$ cat src/rtl/uart_pkg.sv
// Shared UART definitions: FSM states, parity encodings and baud math.
package uart_pkg;

  typedef enum logic [2:0] {IDLE, START, DATA, PARITY, STOP} uart_state_e;

  localparam int PAR_NONE = 0;
  localparam int PAR_ODD  = 1;
  localparam int PAR_EVEN = 2;

  // Clocks per serial bit, rounded to nearest.
  function automatic int clks_per_bit(input int clk_freq, input int baud);
    return (clk_freq + baud / 2) / baud;
  endfunction

endpackage

$ cat src/rtl/baud_tick_gen.sv
// Bit-period counter: pulses tick on the last clock of every bit period.
// clr holds the count at PRESET (0 for tx; the receiver presets half a bit).
module baud_tick_gen #(
  parameter int CLKS_PER_BIT = 434,
  parameter int PRESET       = 0
) (
  input  logic clk,
  input  logic rst,
  input  logic clr,
  output logic tick
);
  localparam int CW = (CLKS_PER_BIT > 2) ? $clog2(CLKS_PER_BIT) : 1;

  logic [CW-1:0] cnt_q, cnt_d;

  assign tick = (cnt_q == CW'(CLKS_PER_BIT - 1));

  // Next count: preset on clear, wrap on tick, else increment.
  always_comb begin
    cnt_d = cnt_q + 1'b1;
    if (clr)       cnt_d = CW'(PRESET);
    else if (tick) cnt_d = '0;
  end

  // Counter register.
  always_ff @(posedge clk) begin
    if (rst) cnt_q <= '0;
    else     cnt_q <= cnt_d;
  end

endmodule

$ cat src/rtl/uart_tx.sv
// UART transmitter: valid/ready byte in, registered serial frame out
// (start, LSB-first data, optional parity, 1 or 2 stop bits).
module uart_tx
  import uart_pkg::*;
#(
  parameter int CLK_FREQ  = 50_000_000,
  parameter int BAUD      = 115_200,
  parameter int DATA_BITS = 8,
  parameter int PARITY    = 0,
  parameter int STOP_BITS = 1
) (
  input  logic                 clk,
  input  logic                 rst,
  input  logic [DATA_BITS-1:0] tx_data,
  input  logic                 tx_valid,
  output logic                 tx_ready,
  output logic                 tx,
  output logic                 tx_busy
);
  localparam int CLKS_PER_BIT = clks_per_bit(CLK_FREQ, BAUD);
  localparam int IW           = $clog2(DATA_BITS);
  localparam logic [IW-1:0] LAST_DATA = IW'(DATA_BITS - 1);
  localparam logic [IW-1:0] LAST_STOP = IW'(STOP_BITS - 1);

  if (CLKS_PER_BIT < 2) begin : g_bad_baud
    $error("uart_tx: CLKS_PER_BIT must be >= 2");
  end
  if (DATA_BITS < 5 || DATA_BITS > 9) begin : g_bad_data
    $error("uart_tx: DATA_BITS must be 5..9");
  end
  if (STOP_BITS < 1 || STOP_BITS > 2) begin : g_bad_stop
    $error("uart_tx: STOP_BITS must be 1 or 2");
  end
  if (PARITY < 0 || PARITY > 2) begin : g_bad_par
    $error("uart_tx: PARITY must be 0, 1 or 2");
  end

  uart_state_e          state_q, state_d;
  logic [DATA_BITS-1:0] shift_q, shift_d;
  logic [IW-1:0]        idx_q, idx_d;   // data bit index, reused to count stop bits
  logic                 par_q, par_d;
  logic                 tx_q, tx_d;
  logic                 accept, bit_tick, baud_clr;

  assign tx_ready = (state_q == IDLE);
  assign tx_busy  = ~tx_ready;
  assign tx       = tx_q;
  assign accept   = tx_valid & tx_ready;
  // Counter is parked at 0 while idle so each frame starts on a fresh bit period.
  assign baud_clr = (state_q == IDLE);

  baud_tick_gen #(.CLKS_PER_BIT(CLKS_PER_BIT)) u_baud (
    .clk  (clk),
    .rst  (rst),
    .clr  (baud_clr),
    .tick (bit_tick)
  );

  // State and datapath registers.
  always_ff @(posedge clk) begin
    if (rst) begin
      state_q <= IDLE;
      shift_q <= '0;
      idx_q   <= '0;
      par_q   <= 1'b0;
      tx_q    <= 1'b1;
    end else begin
      state_q <= state_d;
      shift_q <= shift_d;
      idx_q   <= idx_d;
      par_q   <= par_d;
      tx_q    <= tx_d;
    end
  end

  // Next-state logic; everything past IDLE advances only on bit_tick.
  always_comb begin
    state_d = state_q;
    case (state_q)
      IDLE:  if (accept) state_d = START;
      START: if (bit_tick) state_d = DATA;
      DATA:  if (bit_tick && idx_q == LAST_DATA)
               state_d = (PARITY != PAR_NONE) ? uart_pkg::PARITY : STOP;
      uart_pkg::PARITY: if (bit_tick) state_d = STOP;
      STOP:  if (bit_tick && idx_q == LAST_STOP) state_d = IDLE;
      default: state_d = IDLE;
    endcase
  end

  // Shift register, bit index and parity; parity taken from the latched byte during START.
  always_comb begin
    shift_d = shift_q;
    idx_d   = idx_q;
    par_d   = par_q;
    if (accept) shift_d = tx_data;
    if (state_q == START)
      par_d = (PARITY == PAR_EVEN) ? ^shift_q : ~^shift_q;
    if (bit_tick) begin
      case (state_q)
        DATA: begin
          shift_d = shift_q >> 1;
          idx_d   = (idx_q == LAST_DATA) ? '0 : idx_q + 1'b1;
        end
        STOP:    idx_d = (idx_q == LAST_STOP) ? '0 : idx_q + 1'b1;
        default: ;
      endcase
    end
  end

  // Line level for the coming cycle, registered so tx never glitches.
  always_comb begin
    tx_d = 1'b1;
    case (state_d)
      START:            tx_d = 1'b0;
      DATA:             tx_d = shift_d[0];
      uart_pkg::PARITY: tx_d = par_q;
      default:          tx_d = 1'b1;
    endcase
  end

endmodule
$ cat config.mk
export PLATFORM = sky130hd
export DESIGN_NAME = uart_tx
export DESIGN_NICKNAME = d
export VERILOG_FILES = /design/src/rtl/uart_pkg.sv /design/src/rtl/baud_tick_gen.sv /design/src/rtl/uart_tx.sv
export SDC_FILE = /design/constraint.sdc
export NUM_CORES = 1
export LEC_CHECK = 0
export ABC_CLOCK_PERIOD_IN_PS = 2000
export BUFFER_PORTS_ARGS = -buffer_cell sky130_fd_sc_hd__buf_2
export CAP_MARGIN = 20
export CORE_MARGIN = 2
export CORE_UTILIZATION = 50
export DETAILED_ROUTE_END_ITERATION = 8
export PLACE_DENSITY = 0.81
export SLEW_MARGIN = 25
export SYNTH_ARGS = -nofsm -noshare
export SYNTH_HDL_FRONTEND = slang
export SYNTH_SLANG_ARGS = --single-unit
export TNS_END_PERCENT = 50
$ cat constraint.sdc
create_clock -name clk -period 2 [get_ports clk]
set_input_delay 0.2 -clock clk [delete_from_list [all_inputs] [get_ports clk]]
set_output_delay 0.2 -clock clk [all_outputs]
set_load 0.05 [all_outputs]
==> results.md <==
* Switching Share at 26.2%
* Synth cell count leaders: dfxtp_1, nor2_1, mux2i_1, xnor2_1, a211oi_1
* GRT Total Usage at between 10% and 20%
* H-tree depth at 1
* Initial DRC count at 16
* Reg2reg path depth at 6
* Critical path class: flop to flop
* Synth unique cells at 33
* Die Span Y at 55.1 um
* Comb power frac at 15.0%
* Slew margin rel. at 69.1%
* Max clock buf depth at 2
* Setup crit end kind: flop
* Class of the worst hold path: input pin to flop
* Critical R2R Launch: u_baud.cnt_q[0]$_SDFF_PP0_
* Final Power at slightly below 900 uW
* Reg power frac at between 60 and 70%
* Leakage at 0.589 nW
* Hold EP: state_q[0]$_SDFF_PP0_
* Rows at 18
* Count of flip-flops with a built-in enable after synthesis at 0
* Antenna Cells at 0
* Clock Power Share at 24.7%
* Count of state elements after synthesis at 25
* Cts repair resizes at 0
* CP Max Fanout at 6
* Vias/cell at 5.36
* Synth Instances at 140
* Final #Nets at 170
* Power Internal at 659 uW
* Fmax at around 0.57 GHz
* Total clock sinks at 25
* Gr ovfl total at 0
* Residual DRC at 0
* I/O pin count at 14
* Initial antenna violation count at 0
* Starting Density at 52.8%
* Crit-path slowest cell: dfxtp_1
* Core area at 2480 sq um
* Area grow syn2layout at 8.23%
* First-pass GRT wire length at about 3500 um
* Largest net degree at the start of global routing at 15
* Final Skew at 0.00295 ns
* First-pass detailed-route iteration total at 4
* Tmin final at 1.75 ns
* Critical path cell sequence: ha_1, and4b_1, nand2_1, nor3_2, mux2i_1, nor2_1
* Post-synthesis mux area share at 7.75%
* Worst VDD drop at approximately 0.39 mV
* Detailed placer's ending HPWL at 1720 um
* Antenna Nets Post-Route at 0
* Most frequent cell after synthesis: dfxtp_1
* Mean post-synth cell area at 9.34 sq um
* Setup_tns at 0 ns
* Die area at 3040 sq um
* Worst Path Required at 2.21 ns
* Clock root buffer master: clkbuf_4
* Slew @ Worst Pin at 0.463 ns
* Routed wire length at 2200 um
* Mapped Nets at 156
* Clk_lat worst skew at 0.31 ns
* TritonCTS Buffers at 3
* Max-cap violation count at 0
* Top FF cell, synth: dfxtp_1
* Setup-failing EPs final at 0
* Worst Hold Path Cells at 3
* Share of layout cells above drive strength 1 at 17.0%
* Vias in the first global route at 863
* Most area-consuming cells after synthesis: dfxtp_1, mux2i_1, nor2_1, xnor2_1, ha_1
* Leading area contributor after synthesis: dfxtp_1
* PD cells at 631 nW/um^2
* GPL Wtd Cong at 0.851
* Area fraction in compound gates after synthesis at around 8.4%
* Syn. warnings at 0
* Largest family of logic cells by synthesized area: simple AND/OR/NAND/NOR gates
* Async set-reset flop share out of synthesis at 0%
* Hold Startpoint: tx_valid
* Hold buffer count at cts at 0
* TritonCTS clock tree: built
* Clock-pin slew on the worst setup and hold paths at around 0.13 ns
* Reg2reg end: idx_q[1]$_SDFFE_PP0P_
* Critical path buffer and inverter count at 0
* PortBufs at 13
* Die X at 55.1 um
* Routed vias at 980
* Setup bufs post-CTS at 0
* WP data arrival at 1.97 ns
* Switching power at 234 uW
* Yosys top cell area share at 38.3%
* Final hold viol count at 0
* Post-Synth Adder-Cell Area at 4.78%
* Detailed-route wire length per cell at between 10 and 15 um
* CP top delay family: simple AND/OR/NAND/NOR gates
* RSZ-0062 raised after global routing: no
* Worst hold margin at 0.134 ns
* Final Max Slew Viols at 0
* CP peak stage delay at 0.43 ns
* Status: finished, final reports clean
* Post-synthesis cell area at 1310 sq um
* Sequential area share after synthesis at 38.3%
* Worst setup SP type: flop
* Final period util at 87.7%
* Simple-gate share of the synthesized area at about a quarter
* XOR/XNOR share of the synthesized area at 10.0%
* Fill cell count at between 200 and 250
* Reg-to-reg slack, setup at 0.25 ns
-- cells in the final DEF, fill, tap and decap left out --
| cell type | count |
|---|---|
| a211oi_1 | 8 |
| a21oi_1 | 6 |
| a31oi_1 | 1 |
| and2_1 | 2 |
| and2_2 | 1 |
| and2b_2 | 1 |
| and3_1 | 2 |
| and4b_1 | 1 |
| and4bb_2 | 1 |
| buf_2 | 13 |
| buf_4 | 2 |
| clkbuf_1 | 1 |
| clkbuf_4 | 3 |
| dfxtp_1 | 25 |
| ha_1 | 5 |
| inv_1 | 7 |
| mux2_2 | 1 |
| mux2i_1 | 9 |
| nand2_1 | 6 |
| nand2b_1 | 2 |
| nand3_1 | 4 |
| nand3b_1 | 3 |
| nand4_1 | 4 |
| nand4b_1 | 1 |
| nand4b_4 | 1 |
| nor2_1 | 22 |
| nor3_2 | 1 |
| nor3_4 | 1 |
| nor3b_1 | 1 |
| nor4b_4 | 1 |
| o21ai_0 | 1 |
| o311ai_1 | 1 |
| xnor2_1 | 9 |
| xor2_1 | 6 |
-- registers in the layout, indices dropped and copies added, names as in the netlist --
| register | cells |
|---|---|
| state_q | 3 |
| u_baud.cnt_q | 9 |
| par_q | 1 |
| idx_q | 3 |
| shift_q | 8 |
| tx | 1 |
-- worst max-delay path by stage --
stage / start / end / slack, ns / cells after the start
after floorplan: state_q[2]$_SDFF_PP0_ / u_baud.cnt_q[2]$_SDFF_PP0_ / 0.15 / 5
after global placement: u_baud.cnt_q[0]$_SDFF_PP0_ / idx_q[1]$_SDFFE_PP0P_ / 0.33 / 6
after detailed placement: u_baud.cnt_q[0]$_SDFF_PP0_ / idx_q[1]$_SDFFE_PP0P_ / 0.25 / 6
after CTS: u_baud.cnt_q[0]$_SDFF_PP0_ / idx_q[1]$_SDFFE_PP0P_ / 0.23 / 6
after global routing: u_baud.cnt_q[0]$_SDFF_PP0_ / idx_q[1]$_SDFFE_PP0P_ / 0.08 / 6
final: u_baud.cnt_q[0]$_SDFF_PP0_ / idx_q[1]$_SDFFE_PP0P_ / 0.25 / 6
-- final cells by class --
cell class              count  area [sq um]  share of cell area, %
well taps                  30          37.5                   2.65
inverters                   7          26.3                   1.86
repair buffers             15          80.1                   5.66
multi-input cells         102           744                   52.6
clock buffers               4          26.3                   1.86
flip-flops and latches     25           500                   35.4
-- tightest hold or removal path, stage by stage --
cell	delay [ns]
buf_2	0.11
nand2_1	0.05
a21oi_1	0.05
-- power by group through the flow --
stage / clock network [mW] / registers (mW) / logic [mW]
after floorplan: 0 / 0.546 / 0.107
after global placement: 0 / 0.547 / 0.131
after detailed placement: 0 / 0.550 / 0.135
after CTS: 0.231 / 0.538 / 0.136
after global routing: 0.247 / 0.541 / 0.144
final: 0.220 / 0.538 / 0.134
-- cells by family after synthesis --
group,after synthesis
simple gates,55
flops,25
compound gates,17
xor+xnor,15
buf+inv,13
mux,10
fa+ha+maj,5
-- per-stage QoR --
step | std cells | area [sq um] | worst slack, ns | utilization, %
6_report | 183 | 1420 | 0.246 | 57.1
2_1_floorplan | 140 | 1320 | 0.153 | -
3_5_place_dp | 179 | 1390 | 0.251 | 56.1
3_3_place_gp | 179 | 1390 | 0.327 | 56.1
4_1_cts | 183 | 1420 | 0.233 | 57.1
5_1_grt | 183 | 1420 | 0.0839 | 57.1
-- per-layer routing --
metal	track usage [%]	part of all wire, %
met5	0	0
met4	6.10	0.95
met3	3.23	2.0
met2	28.2	48
met1	19.4	49
Power figures use the tool's default switching activity.
